--- src/rtl/strings_pkg.sv ---
// Shared types and helpers for the AST-to-string receive path.
package strings_pkg;

    // Receive FSM states.
    typedef enum logic [1:0] {
        IDLE    = 2'd0,
        COLLECT = 2'd1,
        DROP    = 2'd2,
        OUTPUT  = 2'd3
    } state_t;

    // Width needed to hold a byte count from 0 up to max_size inclusive.
    function automatic int calc_len_w(input int max_size);
        return $clog2(max_size + 1);
    endfunction

endpackage

--- src/rtl/ast_beat_unpack.sv ---
// Puts the symbols of one AST beat into arrival order and reports how many
// of them carry string bytes (trailing empty symbols only count on EOP).
module ast_beat_unpack #(
    parameter int BYTE_W  = 8,
    parameter int SYMBOLS = 1,
    parameter int ORDER   = 1,
    parameter int EMPTY_W = 1,
    localparam int N_W    = $clog2(SYMBOLS + 1)
) (
    input  logic [SYMBOLS*BYTE_W-1:0] data_i,
    input  logic [EMPTY_W-1:0]        empty_i,
    input  logic                      eop_i,
    output logic [SYMBOLS*BYTE_W-1:0] sym_o,
    output logic [N_W-1:0]            n_o
);

    // sym_o slot gi holds the gi-th earliest symbol of the beat.
    genvar gi;
    generate
        for (gi = 0; gi < SYMBOLS; gi++) begin : g_sym
            localparam int SRC = (ORDER != 0) ? (SYMBOLS - 1 - gi) : gi;
            assign sym_o[gi*BYTE_W +: BYTE_W] = data_i[SRC*BYTE_W +: BYTE_W];
        end
    endgenerate

    // Byte count of the beat; an out-of-range empty value yields zero bytes.
    always_comb begin
        if (!eop_i) begin
            n_o = N_W'(SYMBOLS);
        end else if (int'(empty_i) >= SYMBOLS) begin
            n_o = '0;
        end else begin
            n_o = N_W'(SYMBOLS - int'(empty_i));
        end
    end

endmodule

--- src/rtl/ast_to_strings.sv ---
// Avalon-ST sink that gathers one packet into a parallel string word and
// hands it out with its length on a valid/ready port.
module ast_to_strings
    import strings_pkg::*;
#(
    parameter int BYTE_W           = 8,
    parameter int MIN_STR_SIZE     = 6,
    parameter int MAX_STR_SIZE     = 20,
    parameter int AST_SINK_SYMBOLS = 1,
    parameter int AST_SINK_ORDER   = 1,
    parameter int AST_SINK_EMPTY_W = (AST_SINK_SYMBOLS == 1) ? 1 : $clog2(AST_SINK_SYMBOLS),
    localparam int LEN_W           = calc_len_w(MAX_STR_SIZE)
) (
    input  logic                               clk_i,
    input  logic                               srst_i,
    input  logic [AST_SINK_SYMBOLS*BYTE_W-1:0] ast_sink_data_i,
    input  logic                               ast_sink_valid_i,
    output logic                               ast_sink_ready_o,
    input  logic [AST_SINK_EMPTY_W-1:0]        ast_sink_empty_i,
    input  logic                               ast_sink_startofpacket_i,
    input  logic                               ast_sink_endofpacket_i,
    output logic [MAX_STR_SIZE*BYTE_W-1:0]     str_data_o,
    output logic [LEN_W-1:0]                   str_len_o,
    output logic                               str_valid_o,
    input  logic                               str_ready_i,
    output logic                               err_short_o,
    output logic                               err_long_o,
    output logic                               err_framing_o
);

    localparam int N_W   = $clog2(AST_SINK_SYMBOLS + 1);
    localparam int SUM_W = LEN_W + 1;
    localparam logic [SUM_W-1:0] MAX_SUM = SUM_W'(MAX_STR_SIZE);
    localparam logic [SUM_W-1:0] MIN_SUM = SUM_W'(MIN_STR_SIZE);

    state_t                                 state_q, state_d;
    logic [LEN_W-1:0]                       cnt_q, cnt_d;
    logic [MAX_STR_SIZE-1:0][BYTE_W-1:0]    buf_q, buf_d;
    logic [LEN_W-1:0]                       len_q, len_d;
    logic                                   valid_q, valid_d;
    logic                                   err_short_q, err_short_d;
    logic                                   err_long_q, err_long_d;
    logic                                   err_framing_q, err_framing_d;

    logic [AST_SINK_SYMBOLS*BYTE_W-1:0]     sym;
    logic [N_W-1:0]                         n_beat;
    logic                                   accept;
    logic                                   sop;
    logic                                   eop;
    logic [LEN_W-1:0]                       wr_base;
    logic [SUM_W-1:0]                       sum;
    logic                                   wr_en;
    logic                                   clr_en;
    logic                                   do_start;
    logic                                   do_finish;

    ast_beat_unpack #(
        .BYTE_W  (BYTE_W),
        .SYMBOLS (AST_SINK_SYMBOLS),
        .ORDER   (AST_SINK_ORDER),
        .EMPTY_W (AST_SINK_EMPTY_W)
    ) u_unpack (
        .data_i  (ast_sink_data_i),
        .empty_i (ast_sink_empty_i),
        .eop_i   (ast_sink_endofpacket_i),
        .sym_o   (sym),
        .n_o     (n_beat)
    );

    assign sop    = ast_sink_startofpacket_i;
    assign eop    = ast_sink_endofpacket_i;
    assign accept = ast_sink_valid_i && (state_q != OUTPUT);

    // A SOP beat always restarts at byte 0; only a continuation appends at cnt.
    assign wr_base = (state_q == COLLECT && !sop) ? cnt_q : '0;
    assign sum     = {1'b0, wr_base} + SUM_W'(n_beat);

    // Next-state, counter, length and error-pulse decisions for the accepted beat.
    always_comb begin
        state_d       = state_q;
        cnt_d         = cnt_q;
        len_d         = len_q;
        valid_d       = valid_q;
        err_short_d   = 1'b0;
        err_long_d    = 1'b0;
        err_framing_d = 1'b0;
        wr_en         = 1'b0;
        clr_en        = 1'b0;
        do_start      = 1'b0;
        do_finish     = 1'b0;

        case (state_q)
            IDLE: begin
                if (accept) begin
                    if (sop) begin
                        do_start = 1'b1;
                    end else begin
                        err_framing_d = 1'b1;
                    end
                end
            end
            COLLECT: begin
                if (accept) begin
                    if (sop) begin
                        err_framing_d = 1'b1;
                        do_start      = 1'b1;
                    end else if (sum > MAX_SUM) begin
                        if (eop) begin
                            err_long_d = 1'b1;
                            state_d    = IDLE;
                        end else begin
                            state_d = DROP;
                        end
                    end else begin
                        wr_en     = 1'b1;
                        cnt_d     = sum[LEN_W-1:0];
                        do_finish = eop;
                    end
                end
            end
            DROP: begin
                if (accept) begin
                    if (sop) begin
                        err_framing_d = 1'b1;
                        do_start      = 1'b1;
                    end else if (eop) begin
                        err_long_d = 1'b1;
                        state_d    = IDLE;
                    end
                end
            end
            OUTPUT: begin
                if (str_ready_i) begin
                    valid_d = 1'b0;
                    state_d = IDLE;
                end
            end
            default: begin
                state_d = IDLE;
            end
        endcase

        if (do_start) begin
            clr_en    = 1'b1;
            wr_en     = 1'b1;
            cnt_d     = sum[LEN_W-1:0];
            state_d   = COLLECT;
            do_finish = eop;
        end

        // A framing pulse on the same beat takes precedence over err_short.
        if (do_finish) begin
            if (sum < MIN_SUM) begin
                err_short_d = !err_framing_d;
                state_d     = IDLE;
            end else begin
                len_d   = sum[LEN_W-1:0];
                valid_d = 1'b1;
                state_d = OUTPUT;
            end
        end
    end

    // Per-byte buffer update: write beat symbols that land here, clear on a new string.
    genvar gi;
    generate
        for (gi = 0; gi < MAX_STR_SIZE; gi++) begin : g_byte
            logic              hit;
            logic [BYTE_W-1:0] val;
            always_comb begin
                hit = 1'b0;
                val = '0;
                for (int k = 0; k < AST_SINK_SYMBOLS; k++) begin
                    if ((k < int'(n_beat)) && (int'(wr_base) + k == gi)) begin
                        hit = 1'b1;
                        val = sym[k*BYTE_W +: BYTE_W];
                    end
                end
            end
            assign buf_d[gi] = (wr_en && hit) ? val : (clr_en ? '0 : buf_q[gi]);
        end
    endgenerate

    // State and datapath registers.
    always_ff @(posedge clk_i) begin
        if (srst_i) begin
            state_q       <= IDLE;
            cnt_q         <= '0;
            buf_q         <= '0;
            len_q         <= '0;
            valid_q       <= 1'b0;
            err_short_q   <= 1'b0;
            err_long_q    <= 1'b0;
            err_framing_q <= 1'b0;
        end else begin
            state_q       <= state_d;
            cnt_q         <= cnt_d;
            buf_q         <= buf_d;
            len_q         <= len_d;
            valid_q       <= valid_d;
            err_short_q   <= err_short_d;
            err_long_q    <= err_long_d;
            err_framing_q <= err_framing_d;
        end
    end

    assign ast_sink_ready_o = (state_q != OUTPUT);
    assign str_data_o       = buf_q;
    assign str_len_o        = len_q;
    assign str_valid_o      = valid_q;
    assign err_short_o      = err_short_q;
    assign err_long_o       = err_long_q;
    assign err_framing_o    = err_framing_q;

endmodule

--- config.mk ---
export PLATFORM = sky130hd
export DESIGN_NAME = ast_to_strings
export DESIGN_NICKNAME = d
export VERILOG_FILES = /design/src/rtl/strings_pkg.sv /design/src/rtl/ast_beat_unpack.sv /design/src/rtl/ast_to_strings.sv
export SDC_FILE = /design/constraint.sdc
export NUM_CORES = 1
export LEC_CHECK = 0
export CORE_MARGIN = 2
export CORE_UTILIZATION = 43
export CTS_CLUSTER_SIZE = 30
export DETAILED_ROUTE_END_ITERATION = 8
export PLACE_DENSITY = 0.88
export SETUP_SLACK_MARGIN = 0.05
export SLEW_MARGIN = 30
export SYNTH_ARGS = -nofsm -noshare
export SYNTH_HDL_FRONTEND = slang
export SYNTH_SLANG_ARGS = --single-unit
--- constraint.sdc ---
create_clock -name clk_i -period 3.6 [get_ports clk_i]
set_clock_uncertainty 0.15 [all_clocks]
set_input_delay 1.08 -clock clk_i [delete_from_list [all_inputs] [get_ports clk_i]]
set_output_delay 1.08 -clock clk_i [all_outputs]
set_load 0.02 [all_outputs]
==> out/metrics.yaml, run 1 <==
synth_cell_type_count: 50
period_minus_slack_ns: 3.49
wirelength_met1_um: 8300
vias: 5765
hold_buffers: 0
final-hold-violation-count: 0
postRouteAntennaNets: 0
final-max-slew-violation-count: 0
fin_crit_sh_pct: 97.0
routed.top_layer: "met4"
die_area_um2: 16500
floorplan.die.width_um: 129
cp-end-kind: "flop"
synth.yosys.seq_area_share_pct: 52.8
grt_max_degree: 91
placement_rows: 45
grt_first_pass_wirelength_um: 29800
power.density_nw_per_um2: 431
max_freq_mhz: 286
core_um2: 15200
nets: 908
worstPathRequired_ns: 3.79
finalWeightedCongestion: 0.906
io_buffers: 184
fillers: 1204
drtIter0Drc: 458
post-route-util_pct: 63.9
grt_util_all_layers_pct: 23.2
min_path_type: "flop to flop"
multi_input_area_um2: 2990
drc: 0
timing_worst_slew_pin_value_ns: 0.575
arrival_ns: 3.68
yosys_register_bits: 176
p_leak_nw: 3.58
seq_area_um2: 3520
drt_pre_antenna_iters: 5
syn_to_final_growth_pct: 45.5
clock_tree_from_tritoncts: "yes"
initial_utilization_pct: 43.9
clock_latency_ns: 0.42
max_slew_margin_pct: 61.5
postSynthCellCount: 691
die_y_um: 129
max-vdd-ir-drop_mv: 0.320
layout-drive-gt1-share_pct: 11.9
outcome: "finished, final reports clean"
worst_setup_hold_path_clk_slew_ns: 0.07
grt_antenna_before_repair: 0
worstPathMaxFanout: 8
fin_total_pwr_w: 0.00419
rsz0062_at_grt: "false"
timing_worst_setup_path_type: "input pin to flop"
cts_buffer_depth: 2
met2RoutedLength_um: 8790
synthesis.area_per_instance_um2: 9.66
synth.cell_area_um2: 6680
antenna_cells: 0
first_global_vias: 5585
timing.final.setup_violations: 0
wire_per_inst_um: 17.4
vias_per_cell: 5.30
dpl.hpwl_um: 12500
setup.worst_path.start_class: "input pin"
totalWireLength_um: 18900
root_buffer: "sky130_fd_sc_hd__clkbuf_16"
floorplan.io_pins: 185
cts_inserted_buffers: 17
global_route.overflow_total: 0
clock_sink_count: 176
maxCapViolations: 0
post_synth_net_total: 712
wl_met3_um: 1530
synth_warnings: 0
cts_htree_levels: 4
[power breakdown]
part           switching [W]  internal (W)  total, W
Clock               0.000782       0.00118   0.00196
Sequential         0.0000100       0.00196   0.00197
Combinational       0.000165     0.0000950  0.000260
Total               0.000957       0.00323   0.00419
[layout by cell type, fill, tap and decap left out, types with 3 or more instances in the layout]
cell                              instances
sky130_fd_sc_hd__clkbuf_16               17
sky130_fd_sc_hd__nand3b_1                 4
sky130_fd_sc_hd__o21a_1                   3
sky130_fd_sc_hd__bufinv_16                4
sky130_fd_sc_hd__dfxtp_1                176
sky130_fd_sc_hd__inv_6                    5
sky130_fd_sc_hd__ha_1                     4
sky130_fd_sc_hd__nor2_8                   8
sky130_fd_sc_hd__o21ai_1                  8
sky130_fd_sc_hd__and3_1                   6
sky130_fd_sc_hd__buf_4                   38
sky130_fd_sc_hd__and2_1                   3
sky130_fd_sc_hd__mux2i_1                 74
sky130_fd_sc_hd__buf_12                   9
sky130_fd_sc_hd__nand3_1                 96
sky130_fd_sc_hd__nor2b_1                  4
sky130_fd_sc_hd__inv_1                    8
sky130_fd_sc_hd__nor2_1                  14
sky130_fd_sc_hd__clkdlybuf4s50_1        184
sky130_fd_sc_hd__o21ai_0                 96
sky130_fd_sc_hd__nand4_1                  3
sky130_fd_sc_hd__nand2_1                 84
sky130_fd_sc_hd__o2111ai_2                5
[Yosys cell counts, drive strengths merged]
| cell type | count | area share (%) |
|---|---|---|
| dfxtp | 176 | 53 |
| o21ai | 106 | 8.1 |
| nand3 | 97 | 7.3 |
| nand2 | 84 | 4.7 |
| mux2i | 74 | 11 |
| clkbuf | 38 | 2.1 |
| nor2 | 22 | 3.2 |
| buf | 16 | 1.1 |
| inv | 8 | 0.45 |
| and3 | 6 | 0.56 |
| ha | 6 | 1.1 |
| o2111ai | 6 | 0.88 |
| nand3b | 5 | 0.62 |
| and2 | 4 | 0.37 |
| nor2b | 4 | 0.37 |
| o211ai | 4 | 0.73 |
| a21oi | 3 | 0.22 |
| nand4 | 3 | 0.28 |
| o21a | 3 | 0.34 |
| nand2b | 2 | 0.19 |
| nor3 | 2 | 0.15 |
| nor3b | 2 | 0.30 |
| or2 | 2 | 0.19 |
| xnor2 | 2 | 0.26 |
| a2111o | 1 | 0.17 |
| a211o | 1 | 0.13 |
| a211oi | 1 | 0.11 |
| a21o | 1 | 0.11 |
| a221oi | 1 | 0.39 |
| a22o | 1 | 0.13 |
| a32oi | 1 | 0.13 |
| nor4 | 1 | 0.094 |
| nor4b | 1 | 0.13 |
| o2111a | 1 | 0.17 |
| o211a | 1 | 0.15 |
| o221a | 1 | 0.17 |
| o311a | 1 | 0.15 |
| o311ai | 1 | 0.24 |
| o31ai | 1 | 0.11 |
| or3b | 1 | 0.13 |
[worst paths after layout]
check,slack (ns),depth (start not counted),from,endpoint
setup / recovery,0.11,12,ast_sink_startofpacket_i,str_data_o[136]$_SDFFE_PP0P_
hold / removal,0.31,2,str_data_o[100]$_SDFFE_PP0P_,str_data_o[100]$_SDFFE_PP0P_
setup reg to reg,0.55,12,state_q[0]$_SDFFE_PP0P_,str_data_o[136]$_SDFFE_PP0P_
hold reg to reg,0.31,2,str_data_o[100]$_SDFFE_PP0P_,str_data_o[100]$_SDFFE_PP0P_
[sequential cells by signal (all words and copies together), names as in the netlist]
signal         flops
err_framing_o      1
str_len_o          5
cnt_q              5
str_data_o       160
err_short_o        1
err_long_o         1
state_q            2
str_valid_o        1
[worst max-delay path, cell delays in order]
cell and delay, ns:
sky130_fd_sc_hd__clkdlybuf4s50_1 0.43, sky130_fd_sc_hd__nor2b_1 0.24, sky130_fd_sc_hd__and2_4 0.21, sky130_fd_sc_hd__ha_4 0.15
sky130_fd_sc_hd__ha_4 0.20, sky130_fd_sc_hd__or2_4 0.25, sky130_fd_sc_hd__a221oi_4 0.27, sky130_fd_sc_hd__buf_4 0.18
sky130_fd_sc_hd__o21ai_4 0.07, sky130_fd_sc_hd__buf_12 0.15, sky130_fd_sc_hd__nor2_8 0.18, sky130_fd_sc_hd__mux2i_1 0.27
[what timing repair did]
item | 4_1_cts | 5_1_grt
pin swaps | 1 | 0
hold endpoints to repair | 0 | 0
buffers inserted | 2 | 0
setup endpoints to repair | 111 | 2
resized for setup | 1 | 1
gates cloned | 0 | 0
[logic make-up after synthesis]
kind of cell    count (synthesis)  share of synthesized area, %
fa+ha+maj                       6                          1.12
compound gates                135                          12.5
simple gates                  236                          18.6
xor+xnor                        2                         0.262
mux                            74                          11.1
buf+inv                        62                          3.69
flops                         176                          52.8
[area by class of cell]
class | count | share of cell area (%)
clock inverter | 13 | 2.06
clock buffer | 18 | 4.42
inverter | 8 | 0.309
sequential | 176 | 36.3
tap | 188 | 2.42
multi-input combinational | 453 | 30.8
timing repair buffer | 231 | 23.7
[stage by stage]
step | hold WS, ns | std cells | instance area (um^2) | setup slack [ns] | setup TNS [ns]
after floorplan | 0.383 | 691 | 6750 | 0.0105 | 0
after global placement | 0.291 | 1054 | 9070 | -0.465 | -49.30
after detailed placement | 0.296 | 1054 | 9070 | -0.530 | -54.91
after global routing | 0.325 | 1087 | 9720 | 0.0269 | 0
final | 0.306 | 1087 | 9720 | 0.107 | 0
after CTS | 0.309 | 1087 | 9710 | 0.159 | 0
[routing by layer]
| layer | vias to the layer above | global-route usage (%) |
|---|---|---|
| met3 | 22 | 7.65 |
| met1 | 2700 | 29.5 |
| met4 | 0 | 7.29 |
| met5 | - | 0 |
| li1 | 2820 | - |
| met2 | 223 | 37.7 |
(Power assumes the default switching activity.)
==> run 2, diff against run 1 <==
--- a/config.mk
+++ b/config.mk
@@ -10,6 +10,7 @@
 export CTS_CLUSTER_SIZE = 30
 export DETAILED_ROUTE_END_ITERATION = 8
 export PLACE_DENSITY = 0.88
+export REMOVE_ABC_BUFFERS = 1
 export SETUP_SLACK_MARGIN = 0.05
 export SLEW_MARGIN = 30
 export SYNTH_ARGS = -nofsm -noshare
==> run 2 against run 1 <==
Compared with the run above: global-route usage decreased by 0.14 points; via count increased by 1.4%; largest power group unchanged; register-to-register slack worse by 0.21 ns.
==> out/metrics.yaml, run 2 (synthesis results as in run 1) <==
place_ws_ns: -0.479
clock_sink_count: 176
largest_register_ff_count: 160
max-vdd-ir-drop_mv: 0.315
power.density_nw_per_um2: 432
max_slew_margin_pct: 59.3
io_buffers: 184
root_buffer: "sky130_fd_sc_hd__clkbuf_16"
core_um2: 15200
worst_r2r_path_depth: 13
outcome: "finished, final reports clean"
p_leak_nw: 3.57
grt_max_degree: 82
max_freq_mhz: 291
holdPathEnd: "str_data_o[131]$_SDFFE_PP0P_"
period_minus_slack_ns: 3.44
worstPathRequired_ns: 3.80
syn_to_final_growth_pct: 44.5
grt_antenna_before_repair: 0
die_y_um: 129
cts_htree_levels: 4
clock_latency_ns: 0.43
antenna_cells: 0
fin_total_pwr_w: 0.00416
mostFrequentLayoutCells: "sky130_fd_sc_hd__clkdlybuf4s50_1 (182), sky130_fd_sc_hd__dfxtp_1 (176), sky130_fd_sc_hd__o21ai_0 (99)"
maximum_single_stage_delay_on_the_critical_path_ns: 0.48
drt_pre_antenna_iters: 5
postRouteAntennaNets: 0
nets: 911
crit_family: "buffers and inverters"
wire_per_inst_um: 17.5
grt_util_all_layers_pct: 23.1
die_area_um2: 16500
finalWeightedCongestion: 0.897
layout-drive-gt1-share_pct: 11.7
post-place-cells: 1057
setup.worst_path.start_class: "input pin"
initial_utilization_pct: 43.9
clock_tree_from_tritoncts: "yes"
vias_per_cell: 5.36
worstPathMaxFanout: 8
vias: 5847
rr_endpoint: "str_data_o[49]$_SDFFE_PP0P_"
maxCapViolations: 0
arrival_ns: 3.64
floorplan.io_pins: 185
timing_worst_slew_pin_value_ns: 0.608
rsz0062_at_grt: "false"
cts_inserted_buffers: 17
fin_crit_sh_pct: 95.6
cpMaxStageDelayCell: "sky130_fd_sc_hd__clkdlybuf4s50_1"
worstPathBufferInverterCount: 3
setup_slack_ns: 0.159
cp_cell_sequence: "clkdlybuf4s50_1 > nand2_2 > ha_2 > buf_4 > and3_2 > xnor2_2 > a221oi_4 > buf_12 > o211ai_4 > nor2_8 > mux2i_1"
cts_buffer_depth: 2
first_global_vias: 5526
min_path_type: "flop to flop"
final-hold-violation-count: 0
grt_first_pass_wirelength_um: 29500
drc: 0
timing_worst_setup_path_type: "input pin to flop"
global_route.overflow_total: 0
rrSetupSlack_ns: 0.34
worstReg2RegStart: "state_q[1]$_SDFFE_PP0P_"
worst_setup_hold_path_clk_slew_ns: 0.06
dpl.hpwl_um: 12700
final-max-slew-violation-count: 0
cp-end-kind: "flop"
holdCritStartpoint: "str_data_o[131]$_SDFFE_PP0P_"
final-instance-count-excl-fill: 1091
whs_ns: 0.305
drtIter0Drc: 264
floorplan.die.width_um: 129
layout_commonest_cell: "sky130_fd_sc_hd__clkdlybuf4s50_1"
timing.final.setup_violations: 0
placement_rows: 45
totalWireLength_um: 19100
whs_path_depth: 2
==> run 2: metal layers <==
metal	track usage, %	routed length [um]
met1	28.9	8190
met2	38.2	9190
met3	6.20	1170
met4	8.89	500
met5	0	0
==> run 2: how the worst max path moves through the flow <==
stage | from | depth (start not counted) | slack [ns] | endpoint
floorplan | ast_sink_valid_i | 4 | -3.88 | str_data_o[128]$_SDFFE_PP0P_
global placement | ast_sink_startofpacket_i | 11 | -0.41 | str_data_o[54]$_SDFFE_PP0P_
detailed placement | ast_sink_startofpacket_i | 11 | -0.48 | str_data_o[57]$_SDFFE_PP0P_
CTS | ast_sink_endofpacket_i | 10 | 0.15 | str_data_o[57]$_SDFFE_PP0P_
global route | ast_sink_startofpacket_i | 13 | 0.05 | str_data_o[53]$_SDFFE_PP0P_
finish | ast_sink_empty_i | 11 | 0.16 | str_data_o[49]$_SDFFE_PP0P_
==> run 2: worst min-delay path, cell delays in order, from the launching register on <==
cell and delay [ns]:
sky130_fd_sc_hd__dfxtp_1 0.31, sky130_fd_sc_hd__nand2_1 0.05, sky130_fd_sc_hd__mux2i_1 0.05
==> run 2: cell type report <==
cell class	count	area [um^2]
clock buffer	19	433
sequential	176	3520
fill	1201	5560
clock inverter	13	186
inverter	8	30.0
timing repair buffer	234	2280
tap	188	235
multi-input combinational	453	2950
==> run 2: where the power goes <==
group | internal (W) | switching (W)
sequential | 0.00196 | 0.0000101
combinational | 0.0000994 | 0.000166
clock | 0.00116 | 0.000763
==> run 2: repair_timing <==
action	in CTS	in global routing
resized for setup	5	4
hold buffers	0	0
endpoints found under the setup margin	45	6
pin swaps	5	5
buffers inserted	2	0
==> run 2: metrics by stage <==
| step | setup TNS, ns | utilization, % | area [um^2] |
|---|---|---|---|
| after floorplan | -616.66 | - | 6460 |
| after global placement | -39.26 | 59.0 | 8970 |
| after detailed placement | -42.95 | 59.0 | 8970 |
| after CTS | 0 | 63.3 | 9630 |
| after global routing | 0 | 63.4 | 9640 |
| final | 0 | 63.4 | 9640 |
